**config.mk**
```make
export PLATFORM = sky130hd
export DESIGN_NAME = regfile_wb_sched_flat
export DESIGN_NICKNAME = d
export VERILOG_FILES = /design/src/rtl/regfile_wb_sched_pkg.sv /design/src/rtl/regfile_wb_sched_if.sv /design/src/rtl/regfile_wb_sched_wb_rr_arb.sv /design/src/rtl/regfile_wb_sched.sv /design/src/flat_wrapper.sv
export SDC_FILE = /design/constraint.sdc
export NUM_CORES = 1
export LEC_CHECK = 0
export ABC_CLOCK_PERIOD_IN_PS = 3000
export BUFFER_PORTS_ARGS = -buffer_cell sky130_fd_sc_hd__clkbuf_2
export CAP_MARGIN = 15
export CORE_AREA = 2 2 125 115
export CTS_CLUSTER_SIZE = 25
export DETAILED_ROUTE_END_ITERATION = 12
export DIE_AREA = 0 0 127 117
export GPL_ROUTABILITY_DRIVEN = 0
export SLEW_MARGIN = 25
export SYNTH_ARGS = -nofsm -noshare
export SYNTH_HDL_FRONTEND = slang
export SYNTH_SLANG_ARGS = --single-unit
```
**constraint.sdc**
```tcl
create_clock -name clk -period 3 [get_ports clk]
set_input_delay 0.15 -clock clk [delete_from_list [all_inputs] [get_ports clk]]
set_output_delay 0.15 -clock clk [all_outputs]
set_load 0.02 [all_outputs]
```
**src/rtl/regfile_wb_sched_pkg.sv**
```systemverilog
// Shared constants and requester identifiers for the register-file
// writeback scheduler.
package regfile_wb_sched_pkg;
  localparam int DATA_W_DEF = 32;
  localparam int NREG_DEF   = 32;
  localparam int ADDR_W     = 5;

  localparam logic [ADDR_W-1:0] ADDR_X0 = 5'd0;

  typedef enum logic {
    REQ_ALU = 1'b0,
    REQ_LD  = 1'b1
  } req_id_t;
endpackage

```
**src/rtl/regfile_wb_sched_if.sv**
```systemverilog
// Issue and writeback handshake bundle; master drives requests,
// slave (the scheduler) returns stall and grants.
interface regfile_wb_sched_if #(parameter int DATA_W = regfile_wb_sched_pkg::DATA_W_DEF);
  import regfile_wb_sched_pkg::*;

  logic              issue_valid;
  logic [ADDR_W-1:0] issue_rs1;
  logic [ADDR_W-1:0] issue_rs2;
  logic [ADDR_W-1:0] issue_rd;
  logic              issue_stall;

  logic              alu_wb_valid;
  logic [ADDR_W-1:0] alu_wb_rd;
  logic [DATA_W-1:0] alu_wb_data;
  logic              alu_wb_ready;

  logic              ld_wb_valid;
  logic [ADDR_W-1:0] ld_wb_rd;
  logic [DATA_W-1:0] ld_wb_data;
  logic              ld_wb_ready;

  modport master (
    output issue_valid, issue_rs1, issue_rs2, issue_rd,
    output alu_wb_valid, alu_wb_rd, alu_wb_data,
    output ld_wb_valid, ld_wb_rd, ld_wb_data,
    input  issue_stall, alu_wb_ready, ld_wb_ready
  );

  modport slave (
    input  issue_valid, issue_rs1, issue_rs2, issue_rd,
    input  alu_wb_valid, alu_wb_rd, alu_wb_data,
    input  ld_wb_valid, ld_wb_rd, ld_wb_data,
    output issue_stall, alu_wb_ready, ld_wb_ready
  );
endinterface

```
**src/rtl/regfile_wb_sched_wb_rr_arb.sv**
```systemverilog
// Two-way round-robin arbiter between ALU and load writeback requesters;
// on a tie the requester not granted last time wins.
module wb_rr_arb
  import regfile_wb_sched_pkg::*;
(
  input  logic clk,
  input  logic rst_n,
  input  logic alu_valid,
  input  logic ld_valid,
  output logic alu_gnt,
  output logic ld_gnt
);

  req_id_t last_gnt_r;

  // Grant selection from current requests and last winner
  always_comb begin
    alu_gnt = 1'b0;
    ld_gnt  = 1'b0;
    if (alu_valid && ld_valid) begin
      if (last_gnt_r == REQ_LD) begin
        alu_gnt = 1'b1;
      end else begin
        ld_gnt = 1'b1;
      end
    end else begin
      alu_gnt = alu_valid;
      ld_gnt  = ld_valid;
    end
  end

  // Remember the last winner; reset favours the ALU on the first tie
  always_ff @(posedge clk or negedge rst_n) begin
    if (!rst_n) begin
      last_gnt_r <= REQ_LD;
    end else if (alu_gnt) begin
      last_gnt_r <= REQ_ALU;
    end else if (ld_gnt) begin
      last_gnt_r <= REQ_LD;
    end else begin
      last_gnt_r <= last_gnt_r;
    end
  end

endmodule

```
**src/rtl/regfile_wb_sched.sv**
```systemverilog
// Register-file writeback scheduler: busy scoreboard with issue stall,
// round-robin writeback arbitration and a registered write port.
module regfile_wb_sched
  import regfile_wb_sched_pkg::*;
#(
  parameter int DATA_W = DATA_W_DEF,
  parameter int NREG   = NREG_DEF
) (
  input  logic               clk,
  input  logic               rst_n,
  regfile_wb_sched_if.slave  wb,
  output logic               reg_wr_en,
  output logic [ADDR_W-1:0]  rd_addr,
  output logic [DATA_W-1:0]  w_data,
  output logic [NREG-1:0]    busy_vec,
  output logic               wb_err
);

  logic              hazard_s;
  logic              issue_fire_s;
  logic              alu_gnt_s;
  logic              ld_gnt_s;
  logic              gnt_any_s;
  logic [ADDR_W-1:0] gnt_rd_s;
  logic [DATA_W-1:0] gnt_data_s;
  logic [NREG-1:0]   set_mask_s;
  logic [NREG-1:0]   clr_mask_s;
  logic              err_hit_s;

  // Hazard check against the registered scoreboard only
  always_comb begin
    hazard_s = ((wb.issue_rs1 != ADDR_X0) && busy_vec[wb.issue_rs1]) ||
               ((wb.issue_rs2 != ADDR_X0) && busy_vec[wb.issue_rs2]) ||
               ((wb.issue_rd  != ADDR_X0) && busy_vec[wb.issue_rd]);
    wb.issue_stall = wb.issue_valid && hazard_s;
    issue_fire_s   = wb.issue_valid && !hazard_s;
  end

  wb_rr_arb u_arb (
    .clk       (clk),
    .rst_n     (rst_n),
    .alu_valid (wb.alu_wb_valid),
    .ld_valid  (wb.ld_wb_valid),
    .alu_gnt   (alu_gnt_s),
    .ld_gnt    (ld_gnt_s)
  );

  // Route the winning request and build scoreboard set/clear masks
  always_comb begin
    wb.alu_wb_ready = alu_gnt_s;
    wb.ld_wb_ready  = ld_gnt_s;
    gnt_any_s       = alu_gnt_s || ld_gnt_s;
    if (alu_gnt_s) begin
      gnt_rd_s   = wb.alu_wb_rd;
      gnt_data_s = wb.alu_wb_data;
    end else begin
      gnt_rd_s   = wb.ld_wb_rd;
      gnt_data_s = wb.ld_wb_data;
    end
    set_mask_s = {NREG{1'b0}};
    clr_mask_s = {NREG{1'b0}};
    if (issue_fire_s && (wb.issue_rd != ADDR_X0)) begin
      set_mask_s[wb.issue_rd] = 1'b1;
    end else begin
      set_mask_s = {NREG{1'b0}};
    end
    if (gnt_any_s) begin
      clr_mask_s[gnt_rd_s] = 1'b1;
    end else begin
      clr_mask_s = {NREG{1'b0}};
    end
    err_hit_s = gnt_any_s && (gnt_rd_s != ADDR_X0) && !busy_vec[gnt_rd_s];
  end

  // Write port, scoreboard and sticky error; set beats clear, x0 never busy
  always_ff @(posedge clk or negedge rst_n) begin
    if (!rst_n) begin
      reg_wr_en <= 1'b0;
      rd_addr   <= ADDR_X0;
      w_data    <= {DATA_W{1'b0}};
      busy_vec  <= {NREG{1'b0}};
      wb_err    <= 1'b0;
    end else begin
      if (gnt_any_s && (gnt_rd_s != ADDR_X0)) begin
        reg_wr_en <= 1'b1;
        rd_addr   <= gnt_rd_s;
        w_data    <= gnt_data_s;
      end else begin
        reg_wr_en <= 1'b0;
      end
      busy_vec <= ((busy_vec & ~clr_mask_s) | set_mask_s) & ~{{(NREG-1){1'b0}}, 1'b1};
      wb_err   <= wb_err || err_hit_s;
    end
  end

endmodule

```
**src/flat_wrapper.sv**
```systemverilog
// flat-port wrapper written by rule: the top's interface ports become plain ports
module regfile_wb_sched_flat import regfile_wb_sched_pkg::*;
#(
  parameter int DATA_W = DATA_W_DEF,
  parameter int NREG   = NREG_DEF
)
  (clk, rst_n, reg_wr_en, rd_addr, w_data, busy_vec, wb_err, wb_issue_valid, wb_issue_rs1, wb_issue_rs2, wb_issue_rd, wb_alu_wb_valid, wb_alu_wb_rd, wb_alu_wb_data, wb_ld_wb_valid, wb_ld_wb_rd, wb_ld_wb_data, wb_issue_stall, wb_alu_wb_ready, wb_ld_wb_ready);
  regfile_wb_sched_if #(.DATA_W(DATA_W)) wb_i ();
  input  logic clk;
  input  logic rst_n;
  output logic reg_wr_en;
  output logic [ADDR_W-1:0] rd_addr;
  output logic [DATA_W-1:0] w_data;
  output logic [NREG-1:0] busy_vec;
  output logic wb_err;
  input wire logic [$bits(wb_i.issue_valid)-1:0] wb_issue_valid;
  input wire logic [$bits(wb_i.issue_rs1)-1:0] wb_issue_rs1;
  input wire logic [$bits(wb_i.issue_rs2)-1:0] wb_issue_rs2;
  input wire logic [$bits(wb_i.issue_rd)-1:0] wb_issue_rd;
  input wire logic [$bits(wb_i.alu_wb_valid)-1:0] wb_alu_wb_valid;
  input wire logic [$bits(wb_i.alu_wb_rd)-1:0] wb_alu_wb_rd;
  input wire logic [$bits(wb_i.alu_wb_data)-1:0] wb_alu_wb_data;
  input wire logic [$bits(wb_i.ld_wb_valid)-1:0] wb_ld_wb_valid;
  input wire logic [$bits(wb_i.ld_wb_rd)-1:0] wb_ld_wb_rd;
  input wire logic [$bits(wb_i.ld_wb_data)-1:0] wb_ld_wb_data;
  output wire logic [$bits(wb_i.issue_stall)-1:0] wb_issue_stall;
  output wire logic [$bits(wb_i.alu_wb_ready)-1:0] wb_alu_wb_ready;
  output wire logic [$bits(wb_i.ld_wb_ready)-1:0] wb_ld_wb_ready;
  assign wb_i.issue_valid = wb_issue_valid;
  assign wb_i.issue_rs1 = wb_issue_rs1;
  assign wb_i.issue_rs2 = wb_issue_rs2;
  assign wb_i.issue_rd = wb_issue_rd;
  assign wb_i.alu_wb_valid = wb_alu_wb_valid;
  assign wb_i.alu_wb_rd = wb_alu_wb_rd;
  assign wb_i.alu_wb_data = wb_alu_wb_data;
  assign wb_i.ld_wb_valid = wb_ld_wb_valid;
  assign wb_i.ld_wb_rd = wb_ld_wb_rd;
  assign wb_i.ld_wb_data = wb_ld_wb_data;
  assign wb_issue_stall = wb_i.issue_stall;
  assign wb_alu_wb_ready = wb_i.alu_wb_ready;
  assign wb_ld_wb_ready = wb_i.ld_wb_ready;
  regfile_wb_sched #(.DATA_W(DATA_W), .NREG(NREG)) u_core (.clk(clk), .rst_n(rst_n), .wb(wb_i), .reg_wr_en(reg_wr_en), .rd_addr(rd_addr), .w_data(w_data), .busy_vec(busy_vec), .wb_err(wb_err));
endmodule
```
# Yosys cells after proc, flatten, opt, wreduce, memory -nomap -nowiden
# Index checks and enable logic that the tools add are counted.
dict set report totals {
  wordCells 60
  output_inout_bits 74
  reg_bits 71
  input_bits 94
}
dict set report op_classes {
  order_cmp 6
  mux 23
  bitwise 3
  reduce_logical 22
}
# cell n
set ops {}
lappend ops {{two-way mux 32 bit} 3}
lappend ops {{bitwise AND 32 bit} 1}
lappend ops {{NOT 32 bit} 1}
lappend ops {{OR 32 bit} 1}
lappend ops {{< comparator 5 x 6 -> 1 bit (second input constant)} 4}
lappend ops {{binary-select mux 1 bit (select 5 bit)} 4}
lappend ops {{nonzero test 5 bit} 4}
lappend ops {{two-way mux 1 bit} 13}
lappend ops {{logical AND 1 bit} 11}
lappend ops {{demux 1 bit (select 5 bit)} 2}
lappend ops {{greater-or-equal comparator 5 x 1 -> 1 bit (second input constant)} 2}
lappend ops {{two-way mux 5 bit} 1}
lappend ops {{logical OR 1 bit} 4}
lappend ops {{logical NOT 1 bit} 2}
lappend ops {{nonzero test 2 bit} 1}

# Longest topological paths before layout
# Gate-level depths: netlist of run 1.
dict set report depth {
  depth_word 11
  mapped_depth 9
  depth_no_buf 7
}

# By module
# A second synthesis of run 1 with hierarchy kept.
dict set report hier_totals {
  hier_cells 450
  area_unflattened_um2 4490.6
}
# mod seq_area_each_um2 cells_each instances area_per_inst_um2
set by_module_without_submodules {}
lappend by_module_without_submodules {regfile_wb_sched 1751.7 444 1 4435.5}
lappend by_module_without_submodules {wb_rr_arb 26.3 6 1 55.1}

# Worst setup path after synthesis of run 1
# Ideal clock, no wire load.
dict set report synth_timing {
  path_type {reg-to-output}
  from {register u_core.busy_vec[29]}
  to {output port wb_issue_stall}
  required_time_ps 2850
  n_path_buf 0
  t_arrival_ps 1940
  path_stages_with_launch 6
  setup_slack_ps 910
  cell_sequence {dfrtp_1 > mux4_1 > mux4_2 > nand2_1 > nand4_2 > and2_2}
}
dict set report synth_via {
  elab_chain_cells 6
  word_cells_on_any_way 12
}
# element line_no
set synth_rtl {}
lappend synth_rtl {{start, declared} regfile_wb_sched.sv:15} ;# output logic [NREG-1:0] busy_vec,
lappend synth_rtl {{start signal, assigned} regfile_wb_sched.sv:81} ;# busy_vec <= {NREG{1'b0}};
lappend synth_rtl {{start signal, assigned} regfile_wb_sched.sv:91} ;# busy_vec <= ((busy_vec & ~clr_mask_s) | set_mask_s) & ~{{(NREG-1){1'b0}}, 1'b1};
lappend synth_rtl {{binary-select mux 1 bit (select 5 bit), on equally long branches} {regfile_wb_sched.sv:32, regfile_wb_sched.sv:33}}
lappend synth_rtl {{two-way mux 1 bit, on equally long branches} {regfile_wb_sched.sv:32, regfile_wb_sched.sv:33}}
lappend synth_rtl {{logical AND 1 bit, on equally long branches} {regfile_wb_sched.sv:32, regfile_wb_sched.sv:33}}
lappend synth_rtl {{logical OR 1 bit} regfile_wb_sched.sv:32} ;# hazard_s = ((wb.issue_rs1 != ADDR_X0) && busy_vec[wb.issue_rs1]) ||
lappend synth_rtl {{logical OR 1 bit (*)} regfile_wb_sched.sv:33} ;# ((wb.issue_rs2 != ADDR_X0) && busy_vec[wb.issue_rs2]) ||
lappend synth_rtl {{logical AND 1 bit (*)} regfile_wb_sched.sv:35} ;# wb.issue_stall = wb.issue_valid && hazard_s;
lappend synth_rtl {{end, declared} flat_wrapper.sv:26} ;# output wire logic [$bits(wb_i.issue_stall)-1:0] wb_issue_stall;
# Every way passes the cells marked *; elsewhere a longest branch is shown, timed or not. The select of a mux whose other input is x is not followed.

# Worst setup path after layout of run 1
dict set report layout_timing {
  from {register u_core.busy_vec[26]}
  to {output port wb_issue_stall}
}
# The elaborated chain is that of the path after synthesis.

==> results of run 1 <==
path summary, 6_finish.rpt:
check / startpoint / endpoint / slack (ns)
worst max-delay path: u_core.busy_vec[26]$_DFF_PN0_ / wb_issue_stall / 0.26
worst min-delay path: wb_alu_wb_data[10] / u_core.w_data[10]$_DFFE_PN0P_ / 0.03
worst max register to register: u_core.u_arb.last_gnt_r$_DFFE_PN1P_ / u_core.wb_err$_DFF_PN0_ / 0.29
worst min register to register: u_core.rd_addr[0]$_DFFE_PN0P_ / u_core.rd_addr[0]$_DFFE_PN0P_ / 0.48
max in group asynchronous: rst_n / u_core.w_data[16]$_DFFE_PN0P_ / 1.92
min in group asynchronous: rst_n / u_core.busy_vec[31]$_DFF_PN0_ / 0.29
cell usage after synthesis, types with 3 or more instances:
| cell type | count |
|---|---|
| a211oi_1 | 5 |
| a21boi_0 | 6 |
| a21oi_1 | 6 |
| a221oi_1 | 4 |
| a22oi_1 | 4 |
| a311oi_1 | 3 |
| a31oi_1 | 33 |
| and2_1 | 6 |
| buf_2 | 10 |
| buf_6 | 5 |
| clkbuf_1 | 15 |
| dfrtp_1 | 70 |
| inv_1 | 4 |
| mux2_2 | 4 |
| mux2i_1 | 17 |
| mux4_1 | 11 |
| mux4_2 | 15 |
| nand2_1 | 120 |
| nand2b_1 | 5 |
| nand3_1 | 7 |
| nor2_1 | 41 |
| nor2b_1 | 3 |
| nor3b_1 | 5 |
| o21ai_0 | 38 |
| o21ai_1 | 21 |
| o21ai_2 | 10 |
| o41ai_1 | 3 |
| or3_1 | 4 |
flip-flops by register name, indices dropped and copies added, names as in the netlist:
register / flops
u_core.rd_addr: 5
u_core.w_data: 32
u_core.reg_wr_en: 1
u_core.busy_vec: 31
u_core.wb_err: 1
u_core.u_arb.last_gnt_r: 1
logic make-up (layout without fill, tap and decap cells):
logic type / count (synthesis) / in the layout / share of synthesized area [%]
and+or+nand+nor: 205 / 205 / 19.3
AOI/OAI and AO/OA: 142 / 142 / 19.4
DFF: 71 / 71 / 38.5
muxes: 47 / 47 / 18.2
buffers and inverters: 38 / 195 / 4.47
other: 1 / 1 / 0.0811
worst min-delay path, cell delays in order:
cell and delay, ns:
clkbuf_2 0.08, nand2_1 0.04, a31oi_1 0.07
power breakdown:
group / switching (mW) / internal (mW)
clock: 0.425 / 0.797
sequential: 0.361 / 1.18
combinational: 0.937 / 0.666
stage by stage:
stage               worst slack, ns  utilization, %  area [sq um]
floorplan                     0.910               -          4620
finish                        0.264            43.2          5890
global route                 0.0398            43.2          5890
global placement              0.436            40.6          5540
detailed placement            0.340            40.6          5540
CTS                           0.273            43.2          5890
repair_timing:
item / 4_1_cts / 5_1_grt
hold buffers: 1 / 0
setup endpoints to repair: 0 / 0
hold endpoints to repair: 15 / 0
layout make-up:
cell class | count | area [sq um]
Multi-Input combinational cell | 395 | 2640
Clock inverter | 4 | 76.3
Inverter | 4 | 15.0
Tap cell | 172 | 215
Timing Repair Buffer | 175 | 901
Fill cell | 1368 | 7760
Sequential cell | 71 | 1780
Clock buffer | 12 | 267
routing by layer:
layer | routed length (microns) | vias up | part of all wire [%] | track usage (%)
met3 | 1390 | 20 | 8.8 | 7.14
li1 | - | 2151 | - | -
met5 | 0 | - | 0 | 0
met2 | 7310 | 235 | 46 | 31.3
met1 | 6880 | 2239 | 43 | 29.4
met4 | 258 | 0 | 1.6 | 6.52
==> reports/metrics.yaml, run 1 <==
run_status:
  run_status: "finished, final reports clean"
detailed_routing:
  postRouteAntennaNets: 0
  avgViaCountPerCell: 5.58
  drt_wl_total_mm: 15.8
  dr_pass1_iterations: 5
  drc: 0
  num_vias: 4645
  detail_route.iter0.violations: 450
  drt-wirelength-per-cell_microns: 19.0
sta:
  tightest_slew_ns: 0.825
  drv_slew: 0
  final-setup-viol-count: 0
  fmax_mhz: 365
  hold_slack_ns: 0.0286
  post-route-period-util_pct: 91.2
  finalHoldViolCount: 0
  grt_setup_unrepaired: "no"
  finalClockSkew_ns: 0.00838
  worst_slew_margin_rel_pct: 44.8
  setup-tns-final_ns: 0
  period_needed_ns: 2.74
flow_run:
  max_cap_violations: 0
finish:
  layout.cells.non_filler: 833
  top_library_cells_by_usage_in_the_layout_fill_and_taps_aside: "165 x clkbuf_2, 120 x nand2_1, 70 x dfrtp_1"
  final_layout_size_suffix_gt1_share_pct: 33.7
  num_antenna_cells: 0
  area_growth_pct: 27.4
  final_common_cell: "clkbuf_2"
  finish.net_count: 750
die:
  fp.coreArea_sq_um: 13600
  io_pins: 168
  dieArea_sq_um: 14900
  die-height_microns: 117
  num_rows: 41
  die-width_microns: 127
  initial_utilization_pct: 33.9
setup_path:
  setup.worst_path.class: "flop to output port"
  worstSetupEndpointType: "output port"
  cp.buffers_inverters: 1
  crit_path_top_delay_cell: "mux4_1"
  timing.critical_path.max_delay_family: "multiplexers"
  slowest_delay_ns: 0.52
  timing.critical_path.required_ns: 2.85
  cp.depth: 7
  r2r_cells: 6
  path_cells: "mux4_1 > mux2i_1 > mux2i_1 > a211oi_1 > nand4_2 > and2_2 > clkbuf_2"
  worst-path-max-fanout: 6
  type_of_element_launching_the_critical_path: "flop"
  worst_ep_arrival_time_ns: 2.59
  path_common_cell: "mux2i_1"
synthesis:
  synthTopCellsByArea: "dfrtp_1 38%, nand2_1 9.7%, mux4_2 7.3%"
  synth-seq-area-share_pct: 38.5
  synthesis.area_per_instance_sq_um: 9.17
  ys_types: 53
  netlist_instances: 504
  yosys.area.top_type_share_pct: 37.9
  synth_nets: 598
  synth_enable_flop_cells: 0
  yosys_register_bits: 71
  synth.largest_area_cell: "dfrtp_1"
  synthFlopType: "dfrtp_1"
  count_of_warnings_emitted_by_yosys: 0
  synth_async_sr_flop_share_pct: 100
  syn-cell-area_sq_um: 4620
global_routing:
  antenna_found_initial: 0
  gr-usage-all-layers_pct: 21.1
  global_route.overflow_total: 0
  grt_pass1_wl_mm: 24.0
  maximum_number_of_pins_on_one_net_before_global_route_repair: 66
  via_count_of_the_first_global_routing_pass: 4295
clocking:
  cts-root-buf: "clkbuf_16"
  cts_post_setup_buffers_inserted: 0
  clkSinkCount: 71
  cts_resized: 0
  clock_tree_from_tritoncts: "built"
  clock_tree.buffer_depth: 2
  path_clk_slew_ns: 0.06
  htree_levels: 3
  cts_made_buffers: 9
  clk_lat_worst_skew_ns: 0.35
placed_design:
  io_buffer_count: 166
  hpwl_mm: 11.8
  number_of_cells_after_detailed_placement: 816
power:
  finalPower_mw: 4.37
  vdd.ir_drop.worst_v: 0.000318
  p_per_area_nw_per_um2: 742
  power_leakage_nw: 2.73
min_path:
  worst_min_delay_path_category: "primary input to flop"
  holdPathStages: 3
Power figures use the tool's default switching activity.
==> run 2: changes to the inputs <==
CORE_AREA = 2 2 117 107   (was 2 2 125 115)
DIE_AREA = 0 0 119 109   (was 0 0 127 117)
PLACE_DENSITY = 0.66   (was default)
==> run 2 against run 1 <==
First-iteration DRC count is 3.8% higher; clock skew shrank 0.0025 ns; via count grew 0.22%; flip-flop and latch count unchanged; critical path type is now flop to flop; critical endpoint is now u_core.wb_err$_DFF_PN0_; largest power group unchanged; highest routed layer unchanged.
==> reports/metrics.yaml, run 2 (synthesis results as in run 1) <==
power:
  power_leakage_nw: 2.70  # -1.1%
  finalPower_mw: 4.14  # -5.2%
  p_per_area_nw_per_um2: 713  # -3.9%
  vdd.ir_drop.worst_v: 0.000388  # +22%
clocking:
  clk_lat_worst_skew_ns: 0.33  # -0.02 ns
  clock_tree.buffer_depth: 2  # unchanged
  postCtsHoldBufs: 1  # unchanged
  clock_tree_from_tritoncts: "built"
  path_clk_slew_ns: 0.06  # about the same
  cts_post_setup_buffers_inserted: 0  # unchanged
  cts_made_buffers: 9  # unchanged
  cts_resized: 0  # unchanged
  clkSinkCount: 71  # unchanged
  htree_levels: 3  # unchanged
  cts-root-buf: "clkbuf_16"
detailed_routing:
  drc: 0  # unchanged
  detail_route.iter0.violations: 467  # +3.8%
  num_vias: 4655  # +0.22%
  drt-wirelength-per-cell_microns: 18.2  # -4.3%
  avgViaCountPerCell: 5.70  # +2.2%
  dr_pass1_iterations: 7  # +2
  drt_wl_total_mm: 14.9  # -6.1%
  postRouteAntennaNets: 0  # unchanged
die:
  io_pins: 168  # unchanged
  initial_utilization_pct: 39.0  # +5.2 points
  dieArea_sq_um: 13000  # -13%
  die-height_microns: 109  # -6.8%
  fp.coreArea_sq_um: 11800  # -13%
  die-width_microns: 119  # -6.3%
  num_rows: 38  # -7.3%
sta:
  finalWorstSetupSlack_ns: 0.288  # +0.0242 ns
  worst_slew_margin_rel_pct: 46.6  # +1.8 points
  tightest_slew_ns: 0.799  # -0.0262 ns
  grt_setup_unrepaired: "no"
  fmax_mhz: 369  # +0.89%
  setup-tns-final_ns: 0  # unchanged
  drv_slew: 0  # unchanged
  finalHoldViolCount: 0  # unchanged
  finalClockSkew_ns: 0.00593  # -0.00246 ns
  final-setup-viol-count: 0  # unchanged
  post-route-period-util_pct: 90.4  # -0.81 points
  period_needed_ns: 2.71  # -0.0242 ns
  hold_slack_ns: 0.0522  # +0.0236 ns
placed_design:
  post_dp_cell_area_sq_um: 5520  # -0.32%
  hpwl_mm: 11.2  # -5.1%
  number_of_cells_after_detailed_placement: 802  # -1.7%
  io_buffer_count: 166  # unchanged
  detailedPlace.worstSlack_ns: 0.372  # +0.0322 ns
global_routing:
  grt_pass1_wl_mm: 23.2  # -3.3%
  global_route.overflow_total: 0  # unchanged
  antenna_found_initial: 0  # unchanged
  via_count_of_the_first_global_routing_pass: 4296  # +0.023%
  maximum_number_of_pins_on_one_net_before_global_route_repair: 66  # unchanged
  gr-usage-all-layers_pct: 22.6  # +1.5 points
setup_path:
  setup.worst_path.class: "flop to flop"
  timing.rr.start: "u_core.u_arb.last_gnt_r$_DFFE_PN1P_"
  regToRegEndpoint: "u_core.wb_err$_DFF_PN0_"
  timing.critical_path.required_ns: 3.19  # +0.34 ns
  worst-path-max-fanout: 11  # +5
  slowest_delay_ns: 0.65  # +0.13 ns
  setup.reg_to_reg.worst_slack_ns: 0.29  # about the same
  r2r_cells: 6  # unchanged
  timing.critical_path.max_delay_family: "simple AND/OR/NAND/NOR gates"
  crit_path_top_delay_cell: "mux2i_1"
  type_of_element_launching_the_critical_path: "flop"
  worstSetupEndpointType: "flop"
  worst_ep_arrival_time_ns: 2.90  # +0.31 ns
  cp.buffers_inverters: 0  # -1
  cp-startpoint: "u_core.u_arb.last_gnt_r$_DFFE_PN1P_"
  path_cells: "nand2b_1 > nand2_1 > mux2i_1 > nand3_1 > a311oi_1 > o41ai_1"
finish:
  layout.cells.non_filler: 817  # -1.9%
  finish.net_count: 748  # -0.27%
  fillCellCount: 1123  # -18%
  multi_input_area_sq_um: 2640  # unchanged
  top_regs: "u_core.w_data: 32 flops, u_core.busy_vec: 31 flops, u_core.rd_addr: 5 flops"
  largest-register: "u_core.w_data"
  num_antenna_cells: 0  # unchanged
  area_of_all_sequential_standard_cells_sq_um: 1780  # unchanged
  layout.cell_area.non_filler_sq_um: 5810  # -1.3%
  area_growth_pct: 25.8
  largest_register_ffs: 32  # unchanged
  finish.utilization_pct: 49.1  # +5.9 points
  final_common_cell: "clkbuf_2"
  final_layout_size_suffix_gt1_share_pct: 33.2  # -0.56 points
  top_library_cells_by_usage_in_the_layout_fill_and_taps_aside: "165 x clkbuf_2, 120 x nand2_1, 70 x dfrtp_1"
min_path:
  worstHoldEndpoint: "u_core.w_data[1]$_DFFE_PN0P_"
  worst_min_delay_path_category: "primary input to flop"
  timing.hold.worst.start: "wb_alu_wb_data[1]"
  holdPathStages: 3  # unchanged
flow_run:
  max_cap_violations: 0  # unchanged
run_status:
  run_status: "finished, final reports clean"
==> run 2: layout make-up <==
type / instances / area share [%]
Multi-Input combinational cell: 395 / 45.4
Sequential cell: 71 / 30.6
Timing Repair Buffer: 173 / 15.5
Clock buffer: 14 / 4.89
Tap cell: 160 / 3.44
Inverter: 4 / 0.258
==> run 2: routing by layer <==
layer	vias to the layer above	wire, microns	global-route usage (%)	part of all wire, %
met5	-	0	0	0
met4	0	129	5.36	0.87
met3	18	1220	5.75	8.2
met2	229	7340	36.7	49
met1	2252	6180	30.7	42
li1	2156	-	-	-
==> run 2: report_power, final <==
part / internal (mW) / switching [mW] / total, mW
sequential: 1.18 / 0.367 / 1.55
clock: 0.641 / 0.375 / 1.02
combinational: 0.656 / 0.920 / 1.58
total: 2.48 / 1.66 / 4.14
==> run 2: worst register-to-register path, cell delays in order (launching register included) <==
cell,delay [ns]
dfstp_2,0.55
nand2b_1,0.27
nand2_1,0.33
mux2i_1,0.65
nand3_1,0.30
a311oi_1,0.36
o41ai_1,0.11
==> run 2: worst max path at each step <==
| stage | endpoint | slack, ns | depth (start not counted) |
|---|---|---|---|
| 2_1_floorplan | wb_issue_stall | 0.91 | 5 |
| 3_3_place_gp | u_core.wb_err$_DFF_PN0_ | 0.50 | 6 |
| 3_5_place_dp | u_core.wb_err$_DFF_PN0_ | 0.37 | 6 |
| 4_1_cts | u_core.wb_err$_DFF_PN0_ | 0.37 | 6 |
| 5_1_grt | u_core.wb_err$_DFF_PN0_ | 0.02 | 6 |
| 6_report | u_core.wb_err$_DFF_PN0_ | 0.29 | 6 |
